**src/rtl/lbm_pkg.sv**
```systemverilog
// Shared lattice constants and types for the LBM display reader and the LBM controller.
package lbm_pkg;
   localparam int GRID_W        = 192;
   localparam int GRID_H        = 192;
   localparam int LATTICE_DEPTH = GRID_W * GRID_H;

   localparam logic [23:0] BORDER_RGB = 24'h202020;

   typedef logic [15:0] lattice_addr_t;

   typedef enum logic {
      SWAP_IDLE,
      SWAP_PENDING
   } swap_state_e;

   // Side-band bits that ride alongside a pixel through the read pipeline.
   typedef struct packed {
      logic hsync;
      logic vsync;
      logic active;
      logic in_region;
      logic valid;
   } vid_tag_t;
endpackage

```
**src/rtl/lbm_display_reader_if.sv**
```systemverilog
// Video timing, swap handshake, BRAM read port and pixel output of the LBM display reader.
interface lbm_display_reader_if
   import lbm_pkg::*;
#(
   parameter int DATA_W = 16
);
   logic [10:0]       hcount_in;
   logic [9:0]        vcount_in;
   logic              hsync_in;
   logic              vsync_in;
   logic              active_in;
   logic              swap_req_in;
   logic              swap_ack_out;
   logic              bank_out;
   lattice_addr_t     addr_out;
   logic [DATA_W-1:0] data_in;
   logic [23:0]       pixel_out;
   logic              hsync_out;
   logic              vsync_out;
   logic              active_out;

   modport master (
      output hcount_in, vcount_in, hsync_in, vsync_in, active_in, swap_req_in, data_in,
      input  swap_ack_out, bank_out, addr_out, pixel_out, hsync_out, vsync_out, active_out
   );

   modport slave (
      input  hcount_in, vcount_in, hsync_in, vsync_in, active_in, swap_req_in, data_in,
      output swap_ack_out, bank_out, addr_out, pixel_out, hsync_out, vsync_out, active_out
   );
endinterface

```
**src/rtl/lbm_colormap.sv**
```systemverilog
// Registered magnitude-to-RGB map, one cycle. Define LBM_HEATMAP_EN for a blue->green->red
// ramp; otherwise the magnitude is shown as grayscale.
module lbm_colormap (
   input  logic        clk_in,
   input  logic        rst_in,
   input  logic [7:0]  mag_in,
   output logic [23:0] rgb_out
);
   logic [23:0] rgb_q, rgb_d;

`ifdef LBM_HEATMAP_EN
   logic [7:0] seg, ramp;

   always_comb begin
      seg  = (mag_in < 8'd85) ? mag_in : mag_in - 8'd85;
      ramp = seg + seg + seg;
      if (mag_in < 8'd85)
         rgb_d = {8'd0, ramp, 8'd255 - ramp};
      else if (mag_in < 8'd170)
         rgb_d = {ramp, 8'd255 - ramp, 8'd0};
      else
         rgb_d = {8'd255, 16'd0};
   end
`else
   assign rgb_d = {3{mag_in}};
`endif

   always_ff @(posedge clk_in) begin
      if (rst_in) rgb_q <= '0;
      else        rgb_q <= rgb_d;
   end

   assign rgb_out = rgb_q;
endmodule

```
**src/rtl/lbm_display_reader.sv**
```systemverilog
// Lattice display read path: screen position -> BRAM address -> RGB, with bank swap at vsync.
// Colour mapping is selected by LBM_HEATMAP_EN inside lbm_colormap.
//
//   state        | meaning
//   SWAP_IDLE    | no step-done request outstanding
//   SWAP_PENDING | request seen, bank toggles on the next vsync rise
module lbm_display_reader
   import lbm_pkg::*;
#(
   parameter int SCALE  = 3,
   parameter int X0     = 352,
   parameter int Y0     = 72,
   parameter int DATA_W = 16
) (
   input  logic clk_in,
   input  logic rst_in,
   lbm_display_reader_if.slave bus
);
   localparam int SUB_W = (SCALE > 1) ? $clog2(SCALE) : 1;
   localparam int COL_W = $clog2(GRID_W + 1);
   localparam logic [10:0]      H_CLR    = 11'(X0 - 1);
   localparam logic [10:0]      H_LO     = 11'(X0);
   localparam logic [10:0]      H_HI     = 11'(X0 + GRID_W * SCALE);
   localparam logic [9:0]       V_LO     = 10'(Y0);
   localparam logic [9:0]       V_HI     = 10'(Y0 + GRID_H * SCALE);
   localparam logic [SUB_W-1:0] SUB_LAST = SUB_W'(SCALE - 1);
   localparam lattice_addr_t    ROW_STEP = lattice_addr_t'(GRID_W);

   logic [COL_W-1:0] col_q, col_d;
   logic [SUB_W-1:0] xsub_q, xsub_d, ysub_q, ysub_d;
   lattice_addr_t    row_base_q, row_base_d, addr_q, addr_d;
   logic             frame_valid_q, frame_valid_d;
   logic             vs_prev_q, vs_prev_d;
   logic             bank_q, bank_d, ack_q, ack_d;
   swap_state_e      state_q, state_d;
   vid_tag_t         tag_in;
   vid_tag_t [3:0]   tag_q, tag_d;

   logic        in_region, line_start, frame_start, vsync_rise;
   logic [23:0] rgb;
   logic        unused_data_lsbs;

   assign in_region   = (bus.hcount_in >= H_LO) && (bus.hcount_in < H_HI) &&
                        (bus.vcount_in >= V_LO) && (bus.vcount_in < V_HI);
   assign line_start  = (bus.hcount_in == '0);
   assign frame_start = line_start && (bus.vcount_in == '0);
   assign vsync_rise  = bus.vsync_in && !vs_prev_q;

   // Address walks by counting sub-pixels, so no multiply is needed for row*GRID_W + col.
   always_comb begin
      col_d      = col_q;
      xsub_d     = xsub_q;
      row_base_d = row_base_q;
      ysub_d     = ysub_q;
      addr_d     = addr_q;
      if (bus.hcount_in == H_CLR) begin
         col_d  = '0;
         xsub_d = '0;
      end else if (in_region) begin
         addr_d = row_base_q + lattice_addr_t'(col_q);
         if (xsub_q == SUB_LAST) begin
            xsub_d = '0;
            col_d  = col_q + COL_W'(1);
         end else begin
            xsub_d = xsub_q + SUB_W'(1);
         end
      end
      if (frame_start) begin
         row_base_d = '0;
         ysub_d     = '0;
      end else if (line_start && (bus.vcount_in > V_LO) && (bus.vcount_in <= V_HI)) begin
         if (ysub_q == SUB_LAST) begin
            ysub_d     = '0;
            row_base_d = row_base_q + ROW_STEP;
         end else begin
            ysub_d = ysub_q + SUB_W'(1);
         end
      end
   end

   // Pixels stay black after a reset until a frame is seen from its first line.
   always_comb begin
      frame_valid_d    = frame_valid_q | frame_start;
      tag_in           = '0;
      tag_in.hsync     = bus.hsync_in;
      tag_in.vsync     = bus.vsync_in;
      tag_in.active    = bus.active_in;
      tag_in.in_region = in_region;
      tag_in.valid     = frame_valid_d;
      tag_d            = {tag_q[2:0], tag_in};
      vs_prev_d        = bus.vsync_in;
   end

   always_comb begin
      state_d = state_q;
      bank_d  = bank_q;
      ack_d   = 1'b0;
      if (vsync_rise && ((state_q == SWAP_PENDING) || bus.swap_req_in)) begin
         bank_d  = ~bank_q;
         ack_d   = 1'b1;
         state_d = SWAP_IDLE;
      end else if (bus.swap_req_in) begin
         state_d = SWAP_PENDING;
      end
   end

   always_ff @(posedge clk_in) begin
      if (rst_in) begin
         col_q         <= '0;
         xsub_q        <= '0;
         row_base_q    <= '0;
         ysub_q        <= '0;
         addr_q        <= '0;
         frame_valid_q <= 1'b0;
         vs_prev_q     <= 1'b0;
         tag_q         <= '0;
         state_q       <= SWAP_IDLE;
         bank_q        <= 1'b0;
         ack_q         <= 1'b0;
      end else begin
         col_q         <= col_d;
         xsub_q        <= xsub_d;
         row_base_q    <= row_base_d;
         ysub_q        <= ysub_d;
         addr_q        <= addr_d;
         frame_valid_q <= frame_valid_d;
         vs_prev_q     <= vs_prev_d;
         tag_q         <= tag_d;
         state_q       <= state_d;
         bank_q        <= bank_d;
         ack_q         <= ack_d;
      end
   end

   lbm_colormap u_colormap (
      .clk_in  (clk_in),
      .rst_in  (rst_in),
      .mag_in  (bus.data_in[DATA_W-1 -: 8]),
      .rgb_out (rgb)
   );

   assign unused_data_lsbs = ^bus.data_in[DATA_W-9:0];

   assign bus.addr_out     = addr_q;
   assign bus.bank_out     = bank_q;
   assign bus.swap_ack_out = ack_q;
   assign bus.hsync_out    = tag_q[3].hsync;
   assign bus.vsync_out    = tag_q[3].vsync;
   assign bus.active_out   = tag_q[3].active;
   assign bus.pixel_out    = !tag_q[3].valid    ? 24'h0 :
                             tag_q[3].in_region ? rgb   : BORDER_RGB;
endmodule

```
**src/flat_wrapper.sv**
```systemverilog
// flat-port wrapper written by rule: the top's interface ports become plain ports
module lbm_display_reader_flat import lbm_pkg::*;
#(
   parameter int SCALE  = 3,
   parameter int X0     = 352,
   parameter int Y0     = 72,
   parameter int DATA_W = 16
)
  (clk_in, rst_in, bus_hcount_in, bus_vcount_in, bus_hsync_in, bus_vsync_in, bus_active_in, bus_swap_req_in, bus_data_in, bus_swap_ack_out, bus_bank_out, bus_addr_out, bus_pixel_out, bus_hsync_out, bus_vsync_out, bus_active_out);
  lbm_display_reader_if #(.DATA_W(DATA_W)) bus_i ();
  input  logic clk_in;
  input  logic rst_in;
  input wire logic [$bits(bus_i.hcount_in)-1:0] bus_hcount_in;
  input wire logic [$bits(bus_i.vcount_in)-1:0] bus_vcount_in;
  input wire logic [$bits(bus_i.hsync_in)-1:0] bus_hsync_in;
  input wire logic [$bits(bus_i.vsync_in)-1:0] bus_vsync_in;
  input wire logic [$bits(bus_i.active_in)-1:0] bus_active_in;
  input wire logic [$bits(bus_i.swap_req_in)-1:0] bus_swap_req_in;
  input wire logic [$bits(bus_i.data_in)-1:0] bus_data_in;
  output wire logic [$bits(bus_i.swap_ack_out)-1:0] bus_swap_ack_out;
  output wire logic [$bits(bus_i.bank_out)-1:0] bus_bank_out;
  output wire logic [$bits(bus_i.addr_out)-1:0] bus_addr_out;
  output wire logic [$bits(bus_i.pixel_out)-1:0] bus_pixel_out;
  output wire logic [$bits(bus_i.hsync_out)-1:0] bus_hsync_out;
  output wire logic [$bits(bus_i.vsync_out)-1:0] bus_vsync_out;
  output wire logic [$bits(bus_i.active_out)-1:0] bus_active_out;
  assign bus_i.hcount_in = bus_hcount_in;
  assign bus_i.vcount_in = bus_vcount_in;
  assign bus_i.hsync_in = bus_hsync_in;
  assign bus_i.vsync_in = bus_vsync_in;
  assign bus_i.active_in = bus_active_in;
  assign bus_i.swap_req_in = bus_swap_req_in;
  assign bus_i.data_in = bus_data_in;
  assign bus_swap_ack_out = bus_i.swap_ack_out;
  assign bus_bank_out = bus_i.bank_out;
  assign bus_addr_out = bus_i.addr_out;
  assign bus_pixel_out = bus_i.pixel_out;
  assign bus_hsync_out = bus_i.hsync_out;
  assign bus_vsync_out = bus_i.vsync_out;
  assign bus_active_out = bus_i.active_out;
  lbm_display_reader #(.SCALE(SCALE), .X0(X0), .Y0(Y0), .DATA_W(DATA_W)) u_core (.clk_in(clk_in), .rst_in(rst_in), .bus(bus_i));
endmodule
```
**config.mk**
```make
export PLATFORM = sky130hd
export DESIGN_NAME = lbm_display_reader_flat
export DESIGN_NICKNAME = d
export VERILOG_FILES = /design/src/rtl/lbm_pkg.sv /design/src/rtl/lbm_display_reader_if.sv /design/src/rtl/lbm_colormap.sv /design/src/rtl/lbm_display_reader.sv /design/src/flat_wrapper.sv
export SDC_FILE = /design/constraint.sdc
export NUM_CORES = 1
export LEC_CHECK = 0
export ABC_AREA = 1
export BUFFER_PORTS_ARGS = -buffer_cell sky130_fd_sc_hd__buf_2
export CORE_MARGIN = 3
export CORE_UTILIZATION = 47
export CTS_BUF_LIST = sky130_fd_sc_hd__clkbuf_16
export DETAILED_ROUTE_END_ITERATION = 10
export PLACE_DENSITY_LB_ADDON = 0.05
export RECOVER_POWER = 100
export SLEW_MARGIN = 20
export SYNTH_ARGS = -nofsm -noshare
export SYNTH_HDL_FRONTEND = slang
export SYNTH_SLANG_ARGS = --single-unit
```
**constraint.sdc**
```tcl
create_clock -name clk_in -period 1.5 [get_ports clk_in]
set_input_delay 0.075 -clock clk_in [delete_from_list [all_inputs] [get_ports clk_in]]
set_output_delay 0.075 -clock clk_in [all_outputs]
set_load 0.01 [all_outputs]
```
==> impl_metrics.toml <==
[logic_synthesis]
synthDominantCellAreaShare_pct = 42.45
post_synthesis_sequential_element_count = 69
netlist_top_cells_count = "93 x nor2_1, 70 x nand2_1, 69 x dfxtp_1, 66 x inv_1, 25 x a21oi_1"
synth_nets = 503
synth_edf_count = 0
asyncSetResetFlopFracSynth_pct = 0
post_synth_main_area_contributors = "dfxtp_1 42%, nor2_1 11%, nand2_1 8.1%"
synthesis.area_sq_um = 3254
synthFlopType = "dfxtp_1"
synthesis.area_per_instance_sq_um = 7.152
post-synth-top-count-cell = "nor2_1"
yosysTopAreaCell = "dfxtp_1"
synth_sequential_area_ratio_pct = 42.45
synth_cells = 455
ys_warnings = 0
synth.distinct_cells = 32

[clock_network]
cts.clk_slew.worst_paths_ps = 60
clock_sink_count = 69
inserted_clock_buffers = 9
clk_latency_ps = 320
cts_root_buffer = "clkbuf_16"
post_cts.repair.setup_buffers = 0
cts_buffer_depth = 2
cts_tree = "yes"
cts-htree-levels = 3

[critical_path]
critical_path_cell_count = 6
reg2reg_depth = 6
slowest_stage = "fa_2"
critPathLaunch = "u_core.row_base_q[6]"
largest_fanout_of_any_net_on_the_critical_path = 3
criticalPathCategory = "reg -> reg"
worst-endpoint-arrival_ps = 1650
worst_setup_path_start_kind = "flop"
ff2ff_setup_slack_ps = 60
timing.critical_path.max_delay_family = "adder cells"
delay_contributed_by_the_slowest_stage_of_the_critical_path_ps = 370
r2r-start = "u_core.row_base_q[6]"
cp_num_buf_inv = 1
crit-reg2reg-capture = "u_core.bus.addr_out[8]"
cp.required_ps = 1720
timing.critical_path.cells = "ha_4 > fa_2 > buf_4 > xor2_1 > o21ai_0 > nor2_1"
worstSetupEndpointType = "flop"
critPathCapture = "u_core.bus.addr_out[8]"

[routing]
drt-vias-per-instance = 4.804
firstDrtPassIters = 4
drt_wl_total_um = 6825
drt.antenna.violating_nets = 0
via_count = 2988
routed_wire_length_per_instance_um = 10.97
initialDrtViolationCount = 92
post_detailed_route_drc_marker_count = 0

[floorplanning]
floorplan.initialDensity_pct = 49.83
die-area_sq_um = 7958
fp.dieW_um = 89.21
core-area_sq_um = 6531
boundaryPins = 88
die-height_um = 89.21
rows = 29

[job]
max-cap-violations = 0

[power]
swShare_pct = 23.01
power.density_cell_area_nw_per_um2 = 1118
power.internal_uw = 3505
pwr-share-seq_pct = 42.5
clock_power_share_pct = 49.6
comb_power_share_pct = 7.9
total_leakage_power_uw = 0.001756
power.ir.vdd_worst_uv = 544.5
power_uw = 4553
power.switching_uw = 1048

[grt]
grtUsageMet1_pct = 21.85
antenna_found_initial = 0
grt_start_max_net_pins = 29
grt.total_usage_pct = 18.31
grt_use_met2_pct = 31.82
grt-busiest-layer = "met2"
first_global_vias = 2691
grt_overflow_total = 0
global_route_wire_length_before_repair_um = 11470
grt_use_met3_pct = 4.608

[layout]
fillers = 636
final_core_util_pct = 62.36
multiInputGateArea_sq_um = 1448
antenna_cells = 0
design.final.nets = 588
area_growth_syn_to_layout_pct = 25.14
post_route_cells_drive_above_1_share_pct = 15.78
ff_latch_area_sq_um = 1385

[sta]
timing.final.crit_period_ps = 1438
finalHoldWorstSlack_ps = 76.43
setup_ws_post_layout_ps = 61.64
final-hold-violation-count = 0
fin_worst_skew_ps = 5.503
setup_viol = 0
rsz0062_at_grt = "yes"
maxSlewViolCount = 0
actual_transition_at_the_worst_max_transition_pin_ps = 460.4
min_period_over_period_pct = 95.89
fmaxAchievable_mhz = 695.2
relSlewSlack_pct = 69.22

[place]
place_ws_ps = -40.68
dp_hpwl_um = 4680
numPortBuffers = 79
place_congestion = 0.8448

[min_path]
hold_class = "in -> reg"

[outcome]
outcome = "completed"
[kinds of logic (layout without fill, tap and decap cells)]
kind of cell,Yosys count,after routing,synth area share [%]
and+or+nand+nor,223,223,30.14
buffers and inverters,98,188,14.07
adders and majority gates,5,5,2.153
xor gates and xnor gates,15,15,4.037
DFF,69,69,42.45
AOI/OAI and AO/OA,45,45,7.151
[routing by layer]
metal	part of all wire, %	vias up
met4	0.45	0
met5	0	-
li1	-	1572
met3	5.5	2
met2	49	83
met1	45	1331
[cells in the final DEF, fill, tap and decap left out, drive strengths merged]
master       Yosys  final
buf             24     47
clkbuf           7     56
dfxtp           69     69
nor4             3      3
a21boi           1      1
xnor2            3      3
o21ai           17     17
a31oi            1      1
nor3             5      5
nand3b           2      2
clkinv           0      3
inv             67     68
nand4           14     14
dlygate4sd3      0     11
nor2            99     99
xor2            12     12
nand3           23     23
fa               1      1
clkinvlp         0      1
and2             1      1
ha               4      4
or2              1      1
nand2           75     75
bufinv           0      2
a21oi           26     26
[sequential cells by signal, summed over array words and instances (netlist names), 2 cells and up]
name and count:
u_core.bus.addr_out 16, u_core.col_q 8, u_core.row_base_q 10, u_core.tag_d 13
u_core.tag_q 2, u_core.u_colormap.rgb_out 8, u_core.xsub_q 2, u_core.ysub_q 2
[power groups by stage]
| stage | logic, uW | clock network, uW | registers (uW) |
|---|---|---|---|
| after CTS | 380 | 2320 | 1930 |
| after global routing | 417 | 2400 | 1940 |
| after floorplan | 207 | 0 | 1980 |
| final | 362 | 2260 | 1930 |
| after detailed placement | 356 | 0 | 1970 |
| after global placement | 351 | 0 | 1970 |
[tightest hold or removal path: cells and delay by family]
family / cells / cell delay, ps
buffers and inverters: 1 / 70
AND/OR/NAND/NOR: 2 / 200
[final cells by class]
type                            instances  area share [%]
Clock buffer                            9           5.530
Timing Repair Buffer                  105           13.98
Sequential cell                        69           34.01
Tap cell                               77           2.366
Clock inverter                          7           2.396
Inverter                               67           6.175
Multi-Input combinational cell        288           35.55
[repair_timing]
action                                 4_1_cts  5_1_grt
hold buffers                                11        0
pin swaps                                    2        2
resized for setup                            6        7
endpoints found under the hold margin       11        0
setup endpoints to repair                    5       14
[how the worst min path moves through the flow]
stage / start / to / slack (ps) / depth (start not counted)
2_1_floorplan: bus_active_in / u_core.tag_d[7] / 180 / 2
3_3_place_gp: bus_data_in[14] / u_core.u_colormap.rgb_out[22] / 280 / 3
3_5_place_dp: bus_data_in[13] / u_core.u_colormap.rgb_out[21] / 280 / 3
4_1_cts: rst_in / u_core.frame_valid_q / 40 / 2
5_1_grt: bus_swap_req_in / u_core.bus.swap_ack_out / 130 / 3
6_report: bus_swap_req_in / u_core.state_q / 80 / 3
[stage by stage]
step | setup TNS (ps) | area, sq um | instances
CTS | 0 | 4118 | 622
detailed placement | -79.65 | 3672 | 595
global route | -466.4 | 4073 | 622
global placement | -0.05151 | 3672 | 595
finish | 0 | 4073 | 622
floorplan | 0 | 3262 | 455
Power figures use the tool's default switching activity.
